`config.mk`:
```
export PLATFORM = sky130hd
export DESIGN_NAME = am25s_shreg_flat
export DESIGN_NICKNAME = d
export VERILOG_FILES = /design/src/rtl/am25s_shreg_if.sv /design/src/rtl/am25s_shreg.sv /design/src/flat_wrapper.sv
export SDC_FILE = /design/constraint.sdc
export NUM_CORES = 1
export LEC_CHECK = 0
export CAP_MARGIN = 40
export CORE_MARGIN = 2
export CORE_UTILIZATION = 33
export CTS_CLUSTER_DIAMETER = 60
export DETAILED_ROUTE_END_ITERATION = 10
export HOLD_SLACK_MARGIN = 0.02
export PLACE_DENSITY = 0.76
export SYNTH_ARGS = -nofsm -noshare
export SYNTH_HDL_FRONTEND = slang
export SYNTH_SLANG_ARGS = --single-unit
export TNS_END_PERCENT = 5
```
`constraint.sdc`:
```
create_clock -name clk -period 1 [get_ports clk]
set_input_delay 0.2 -clock clk [delete_from_list [all_inputs] [get_ports clk]]
set_output_delay 0.2 -clock clk [all_outputs]
set_load 0.01 [all_outputs]
```
`src/rtl/am25s_shreg_if.sv`:
```
// am25s_shreg_if: data/control bundle for the universal shift register.
interface am25s_shreg_if #(parameter int WIDTH = 8);
    logic             ce_;
    logic [1:0]       s;
    logic [WIDTH-1:0] d;
    logic             sil;
    logic             sih;
    logic             rot;
    logic [WIDTH-1:0] q;
    logic [WIDTH-1:0] q_;
    modport master (output ce_, s, d, sil, sih, rot, input q, q_);
    modport slave (input ce_, s, d, sil, sih, rot, output q, q_);
endinterface

```
`src/rtl/am25s_shreg.sv`:
```
// am25s_shreg: universal shift/storage register with hold, shift up/down, load.
// Define AM25S_SHREG_ROTATE_EN to let rot turn the shifts into rotates.
module am25s_shreg #(
    parameter int               WIDTH   = 8,
    parameter logic [WIDTH-1:0] CLR_VAL = '0
) (
    input  logic clk,
    input  logic clr_,
    am25s_shreg_if.slave bus
);
    logic [WIDTH-1:0] q;
    logic [WIDTH-1:0] up;
    logic [WIDTH-1:0] dn;
    logic [WIDTH-1:0] nxt;
    logic             up_in;
    logic             dn_in;
`ifdef AM25S_SHREG_ROTATE_EN
    assign up_in = bus.rot ? q[WIDTH-1] : bus.sil;
    assign dn_in = bus.rot ? q[0] : bus.sih;
`else
    logic unused_rot;
    assign unused_rot = bus.rot;
    assign up_in = bus.sil;
    assign dn_in = bus.sih;
`endif
    // A one-bit register simply takes the serial input from either end.
    generate
        if (WIDTH == 1) begin : g_narrow
            assign up = up_in;
            assign dn = dn_in;
        end else begin : g_wide
            assign up = {q[WIDTH-2:0], up_in};
            assign dn = {dn_in, q[WIDTH-1:1]};
        end
    endgenerate
    always_comb begin
        nxt = bus.ce_      ? q     :
              bus.s == 2'b11 ? bus.d :
              bus.s == 2'b01 ? up    :
              bus.s == 2'b10 ? dn    : q;
    end
    always_ff @(posedge clk or negedge clr_) begin
        if (!clr_) q <= CLR_VAL;
        else       q <= nxt;
    end
    assign bus.q  = q;
    assign bus.q_ = ~q;
endmodule

```
`src/flat_wrapper.sv`:
```
// flat-port wrapper written by rule: the top's interface ports become plain ports
module am25s_shreg_flat 
#(
    parameter int               WIDTH   = 8,
    parameter logic [WIDTH-1:0] CLR_VAL = '0
)
  (clk, clr_, bus_ce_, bus_s, bus_d, bus_sil, bus_sih, bus_rot, bus_q, bus_q_);
  am25s_shreg_if #(.WIDTH(WIDTH)) bus_i ();
  input  logic clk;
  input  logic clr_;
  input wire logic [$bits(bus_i.ce_)-1:0] bus_ce_;
  input wire logic [$bits(bus_i.s)-1:0] bus_s;
  input wire logic [$bits(bus_i.d)-1:0] bus_d;
  input wire logic [$bits(bus_i.sil)-1:0] bus_sil;
  input wire logic [$bits(bus_i.sih)-1:0] bus_sih;
  input wire logic [$bits(bus_i.rot)-1:0] bus_rot;
  output wire logic [$bits(bus_i.q)-1:0] bus_q;
  output wire logic [$bits(bus_i.q_)-1:0] bus_q_;
  assign bus_i.ce_ = bus_ce_;
  assign bus_i.s = bus_s;
  assign bus_i.d = bus_d;
  assign bus_i.sil = bus_sil;
  assign bus_i.sih = bus_sih;
  assign bus_i.rot = bus_rot;
  assign bus_q = bus_i.q;
  assign bus_q_ = bus_i.q_;
  am25s_shreg #(.WIDTH(WIDTH), .CLR_VAL(CLR_VAL)) u_core (.clk(clk), .clr_(clr_), .bus(bus_i));
endmodule
```
==> run summary, run 1 <==
Area of the core: 1690 sq um
Hold Vio Cnt, Final: 0
Max reg flops: 8
GRT overflow: 0
CP Launch Type: flip-flop
Synthesized area: 581 sq um
Synth area leader: dfrtp_1
Synth cell types: 25
Worst EP arrival: 1.22 ns
Antenna violations before repair: 0
CTS tree: done
Initial Util: 34.4%
Static Leakage: 0.000513 uW
Post-synth ARST share: 100%
Hold slack: 0.220 ns
Via/cell ratio: 5.00
Fin cells: 128
Std cell rows: 15
Final Cycle Share: 110%
Footprint of the multi-input gates: 314 sq um
Peak supply drop: 0.000809 V
Pins over their slew limit: 0
CP Capture Type: flip-flop
Post-route setup slack: -0.0975 ns
Achievable Freq: 0.911 GHz
Slew HR: 86.5%
CTS Root Cell: clkbuf_4
Largest cells by area after synthesis: dfrtp_1, mux2_4, and4bb_1
Status: finished, violations left
Area after DPL: 1020 sq um
Die Area: 2110 sq um
Final Skew: 0.00966 ns
1st-iter DRT viols: 9
Final net count: 129
Via count: 640
Seq/Total Area, Yosys: 34.5%
Yosys top cell area share: 34.5%
Dpl cells: 124
Critical path, cell by cell: buf_6 > and2b_1 > a31oi_1 > o221ai_1
Ys flop type: dfrtp_1
Mapped Cells: 61
Num ports: 32
Max Cap Viol: 0
Setup WS pre-CTS: -0.529 ns
Synthesis Warnings: 0
Num CTS Buffers: 3
Drt drc: 0
Clock Sink Count: 8
First-pass GRT wire length: 2480 um
CTS Hold Bufs: 0
Share of layout cells above drive strength 1: 47.7%
Number of synthesized flops with an enable pin: 0
Die Ht: 45.9 um
Register area: 200 sq um
Worst-margin pin slew: 0.202 ns
GPL Wtd Cong: 0.786
Die Width: 45.9 um
Clk buf depth: 2
CP delay by family, top: flip-flops
Drt pass-1 iters: 4
Crit-path slowest cell: dfrtp_1
Final setup viols: 22
CP peak stage delay: 0.40 ns
RSZ-0062 raised after global routing: yes
Fillers: 157
Port Buffer Count: 30
Clk slew on worst S/H paths: 0.06 ns
Vias in the first global route: 572
#FFs+latches synth: 8
Fin area: 1040 sq um
Syn Area/Cell: 9.52 sq um
Mapped Nets: 77
Final total power: 1390 uW
Largest net degree at the start of global routing: 12
Routed WL: 1710 um
Total GRT Usage: 17.2%
CP max FO: 3
Worst-Skew Late Latency: 0.27 ns
H-Tree Depth: 1
Biggest regs: u_core.bus.q x8
Area Growth Syn to Fin: 78.9%
Average wire per standard cell: 13.3 um
Power Density: 1340 nW/um^2
Violated checks: setup timing
Type of the tightest min-delay check: input pin to async pin
Min cycle time layout: 1.10 ns
CP Data Required Time: 1.12 ns
Ant diodes: 0
Crit path buffers/inverters: 1
Routed Antenna Nets: 0
Largest Register: u_core.bus.q
CP Class: flip-flop to flip-flop
DP Wirelength: 1190 um
-- worst reg2reg max path, stage by stage, from the launching register on --
cell	delay, ns
dfrtp_1	0.40
buf_6	0.12
and2b_1	0.15
a31oi_1	0.16
o221ai_1	0.13
-- layer usage --
layer | part of all wire [%] | track usage (%)
met4 | 2.2 | 12.0
met3 | 8.7 | 4.37
met2 | 46 | 26.4
met5 | 0 | 0
met1 | 43 | 20.7
-- layout by cell type, fill, tap and decap left out, drive strengths merged --
cell / n
nand2b: 1
clkdlybuf4s50: 11
o221a: 1
o21ai: 5
inv: 9
mux2: 3
buf: 36
a31oi: 3
nor2b: 3
bufbuf: 1
nor4b: 1
clkbuf: 3
and2: 2
o21a: 1
o221ai: 3
and4bb: 3
nand3b: 1
mux2i: 1
clkdlybuf4s15: 1
nor2: 4
and2b: 1
a21oi: 5
nand2: 1
dlygate4sd2: 2
dfrtp: 8
o211ai: 1
-- through the flow --
step / TNS [ns] / util [%]
after CTS: -0.920 / 60.3
final: -0.893 / 61.5
after detailed placement: -5.97 / 60.6
after global placement: -5.66 / 60.6
after floorplan: 0 / -
after global routing: -1.66 / 61.5
-- final timing paths --
kind | to | depth (start not counted) | start | slack [ns]
worst max-delay path | u_core.bus.q[1] | 4 | u_core.bus.q[1] | -0.1
max in group asynchronous | u_core.bus.q[4] | 2 | clr_ | 0.63
worst min register to register | u_core.bus.q[4] | 2 | u_core.bus.q[4] | 0.66
min in group clk | u_core.bus.q[2] | 3 | bus_s[1] | 0.46
worst max register to register | u_core.bus.q[1] | 4 | u_core.bus.q[1] | -0.1
worst min-delay path | u_core.bus.q[7] | 2 | clr_ | 0.22
-- area by class of cell --
cell class	instances	share of cell area, %
Clock buffer	3	2.17
Inverter	9	3.25
Multi-Input combinational cell	40	30.2
Sequential cell	8	19.3
Tap cell	17	2.05
Timing Repair Buffer	51	43.0
-- Yosys cell counts, types with 2 or more instances --
| library cell | n |
|---|---|
| a21oi_1 | 2 |
| a21oi_2 | 3 |
| a31oi_1 | 3 |
| and2_1 | 2 |
| and4bb_1 | 3 |
| buf_6 | 3 |
| dfrtp_1 | 8 |
| inv_1 | 8 |
| mux2_4 | 3 |
| nor2_1 | 4 |
| nor2b_1 | 3 |
| o21ai_0 | 2 |
| o21ai_1 | 3 |
| o221ai_1 | 3 |
-- timing repair --
item	4_1_cts	5_1_grt
pin swaps	7	0
buffers inserted	0	0
setup endpoints to repair	24	24
cloned	1	0
gates resized for setup	74	7
-- power breakdown --
part           switching (uW)  internal, uW
clock                     129           139
sequential               52.2           382
combinational             275           414
-- cells by family (layout without fill, tap and decap cells) --
| family | Yosys count | after routing | synth area share (%) |
|---|---|---|---|
| AO/OA/AOI/OAI | 19 | 19 | 22.8 |
| buffers and inverters | 13 | 63 | 12.9 |
| flip-flops | 8 | 8 | 34.5 |
| multiplexers | 4 | 4 | 9.48 |
| AND/OR/NAND/NOR | 17 | 17 | 20.3 |
No activity file was read; power rests on OpenSTA's default activity.
==> run 2: changes to the inputs <==
- CELL_PAD_IN_SITES_DETAIL_PLACEMENT: default -> 1
- CELL_PAD_IN_SITES_GLOBAL_PLACEMENT: default -> 1
- CORE_UTILIZATION: 33 -> 24
- PLACE_DENSITY: 0.76 -> 0.77
==> run summary, run 2 (synthesized netlist as in run 1, its figures left out) <==
Status: finished, violations left
Violated checks: setup timing
Num CTS Buffers: 3 (unchanged)
1st-iter DRT viols: 15 (+6)
Largest Register: u_core.bus.q
Area Growth Syn to Fin: 83.2%
Share of layout cells above drive strength 1: 48.7% (+0.92 points)
Worst EP arrival: 1.26 ns (+0.04 ns)
Final Skew: 0.00149 ns (-0.00817 ns)
Initial Util: 25.7% (-8.6 points)
CP max FO: 3 (unchanged)
RSZ-0062 raised after global routing: yes
Type of the tightest min-delay check: input pin to async pin
Clock Sink Count: 8 (unchanged)
Routed Antenna Nets: 0 (unchanged)
Final net count: 131 (+1.6%)
Commonest non-fill, non-tap cell in the layout: buf_4
Port Buffer Count: 30 (unchanged)
Vias in the first global route: 640 (+12%)
Std cell rows: 17 (+2)
Post-route setup slack: -0.109 ns (-0.0115 ns)
Final total power: 1420 uW (+2.3%)
Biggest regs: u_core.bus.q x8
CP Launch Type: flip-flop
Largest net degree at the start of global routing: 10 (-2)
Final Cycle Share: 111% (+1.2 points)
Fillers: 281 (+79%)
Num ports: 32 (unchanged)
Leading cell types in the layout, fill and taps excluded: buf_4, buf_2, clkdlybuf4s50_1
CTS Root Cell: clkbuf_4
Pins over their slew limit: 0 (unchanged)
GPL Wtd Cong: 0.781 (-0.60%)
Drt pass-1 iters: 4 (unchanged)
CP Capture Type: flip-flop
Via count: 662 (+3.4%)
First-pass GRT wire length: 3000 um (+21%)
Routed WL: 1990 um (+17%)
Die Area: 2830 sq um (+34%)
Fin area: 1060 sq um (+2.4%)
CP Data Required Time: 1.15 ns (+0.03 ns)
Clk buf depth: 2 (unchanged)
Power Density: 1340 nW/um^2 (-0.12%)
Via/cell ratio: 4.70 (-6.1%)
CTS tree: done
Die Ht: 53.2 um (+16%)
Worst-margin pin slew: 0.424 ns (+0.221 ns)
Achievable Freq: 0.902 GHz (-1.0%)
Worst-Skew Late Latency: 0.27 ns (about the same)
CP Class: flip-flop to flip-flop
Area of the core: 2250 sq um (+33%)
Final core occ: 47.2% (-14 points)
Average wire per standard cell: 14.1 um (+5.9%)
Total GRT Usage: 15.2% (-2.1 points)
GRT overflow: 0 (unchanged)
Static Leakage: 0.000525 uW (+2.5%)
Area after DPL: 1030 sq um (+0.61%)
Max Cap Viol: 0 (unchanged)
Drt drc: 0 (unchanged)
Slew HR: 71.7% (-15 points)
Antenna violations before repair: 0 (unchanged)
DP Wirelength: 1410 um (+18%)
Clk slew on worst S/H paths: 0.06 ns (about the same)
Die Width: 53.2 um (+16%)
Peak supply drop: 0.000589 V (-27%)
H-Tree Depth: 1 (unchanged)
Final setup viols: 23 (+4.5%)
Max reg flops: 8 (unchanged)
Min cycle time layout: 1.11 ns (+0.0115 ns)
Hold Vio Cnt, Final: 0 (unchanged)
Ant diodes: 0 (unchanged)
## run 2: cell count changes in the layout (fill, tap and decap cells not counted), sizes merged
cell           change
dlygate4sd2        +1
clkdlybuf4s15      -1
buf                +2
## run 2: worst max-delay path: stages (launching register included)
cell     delay [ns]
dfrtp_1        0.41
buf_6          0.13
mux2_4         0.26
a21oi_2        0.12
o21ai_1        0.07
## run 2: area by class of cell
type / instances / area (sq um) / area share (%)
clock buffers: 3 / 22.5 / 2.12
inverters: 9 / 33.8 / 3.18
multi-input cells: 40 / 325 / 30.6
flip-flops and latches: 8 / 200 / 18.8
well taps: 28 / 35.0 / 3.29
repair buffers: 53 / 447 / 42.0
## run 2: routing by layer
metal / routed length, um / track usage (%)
met5: 0 / 0
met4: 13 / 5.13
met3: 92 / 4.24
met2: 1030 / 23.8
met1: 858 / 19.9
## run 2: power by group
part	switching, uW	internal (uW)
Sequential	50.8	382
Clock	137	139
Combinational	292	421
Total	480	942
## run 2: worst paths after layout
check | slack (ns) | endpoint | cells after the start | startpoint
worst min-delay path | 0.23 | u_core.bus.q[6] | 1 | clr_
worst max register to register | -0.11 | u_core.bus.q[6] | 4 | u_core.bus.q[7]
worst max-delay path | -0.11 | u_core.bus.q[6] | 4 | u_core.bus.q[7]
worst min register to register | 0.65 | u_core.bus.q[4] | 2 | u_core.bus.q[4]
min in group clk | 0.58 | u_core.bus.q[1] | 3 | bus_ce_
max in group asynchronous | 0.47 | u_core.bus.q[2] | 1 | clr_
## run 2: stage by stage
stage	setup WS (ns)	TNS, ns	instances	hold WS [ns]
2_1_floorplan	0.0140	0	61	-0.0956
3_3_place_gp	-0.479	-5.78	134	0.515
3_5_place_dp	-0.514	-6.09	134	0.533
4_1_cts	-0.108	-1.33	141	0.237
5_1_grt	-0.150	-2.04	141	0.259
6_report	-0.109	-1.13	141	0.232
## run 2: what timing repair did
item / 4_1_cts / 5_1_grt
buffers inserted: 3 / 0
hold buffers: 0 / 0
pin swaps: 8 / 1
gates resized for setup: 72 / 7
gates cloned: 1 / 0
endpoints found under the setup margin: 24 / 24
==> run 3: changes to the inputs <==
- SLEW_MARGIN: default -> 10
==> results of run 3 <==
The final DEF is identical to that of run 2; final timing and power are the same.
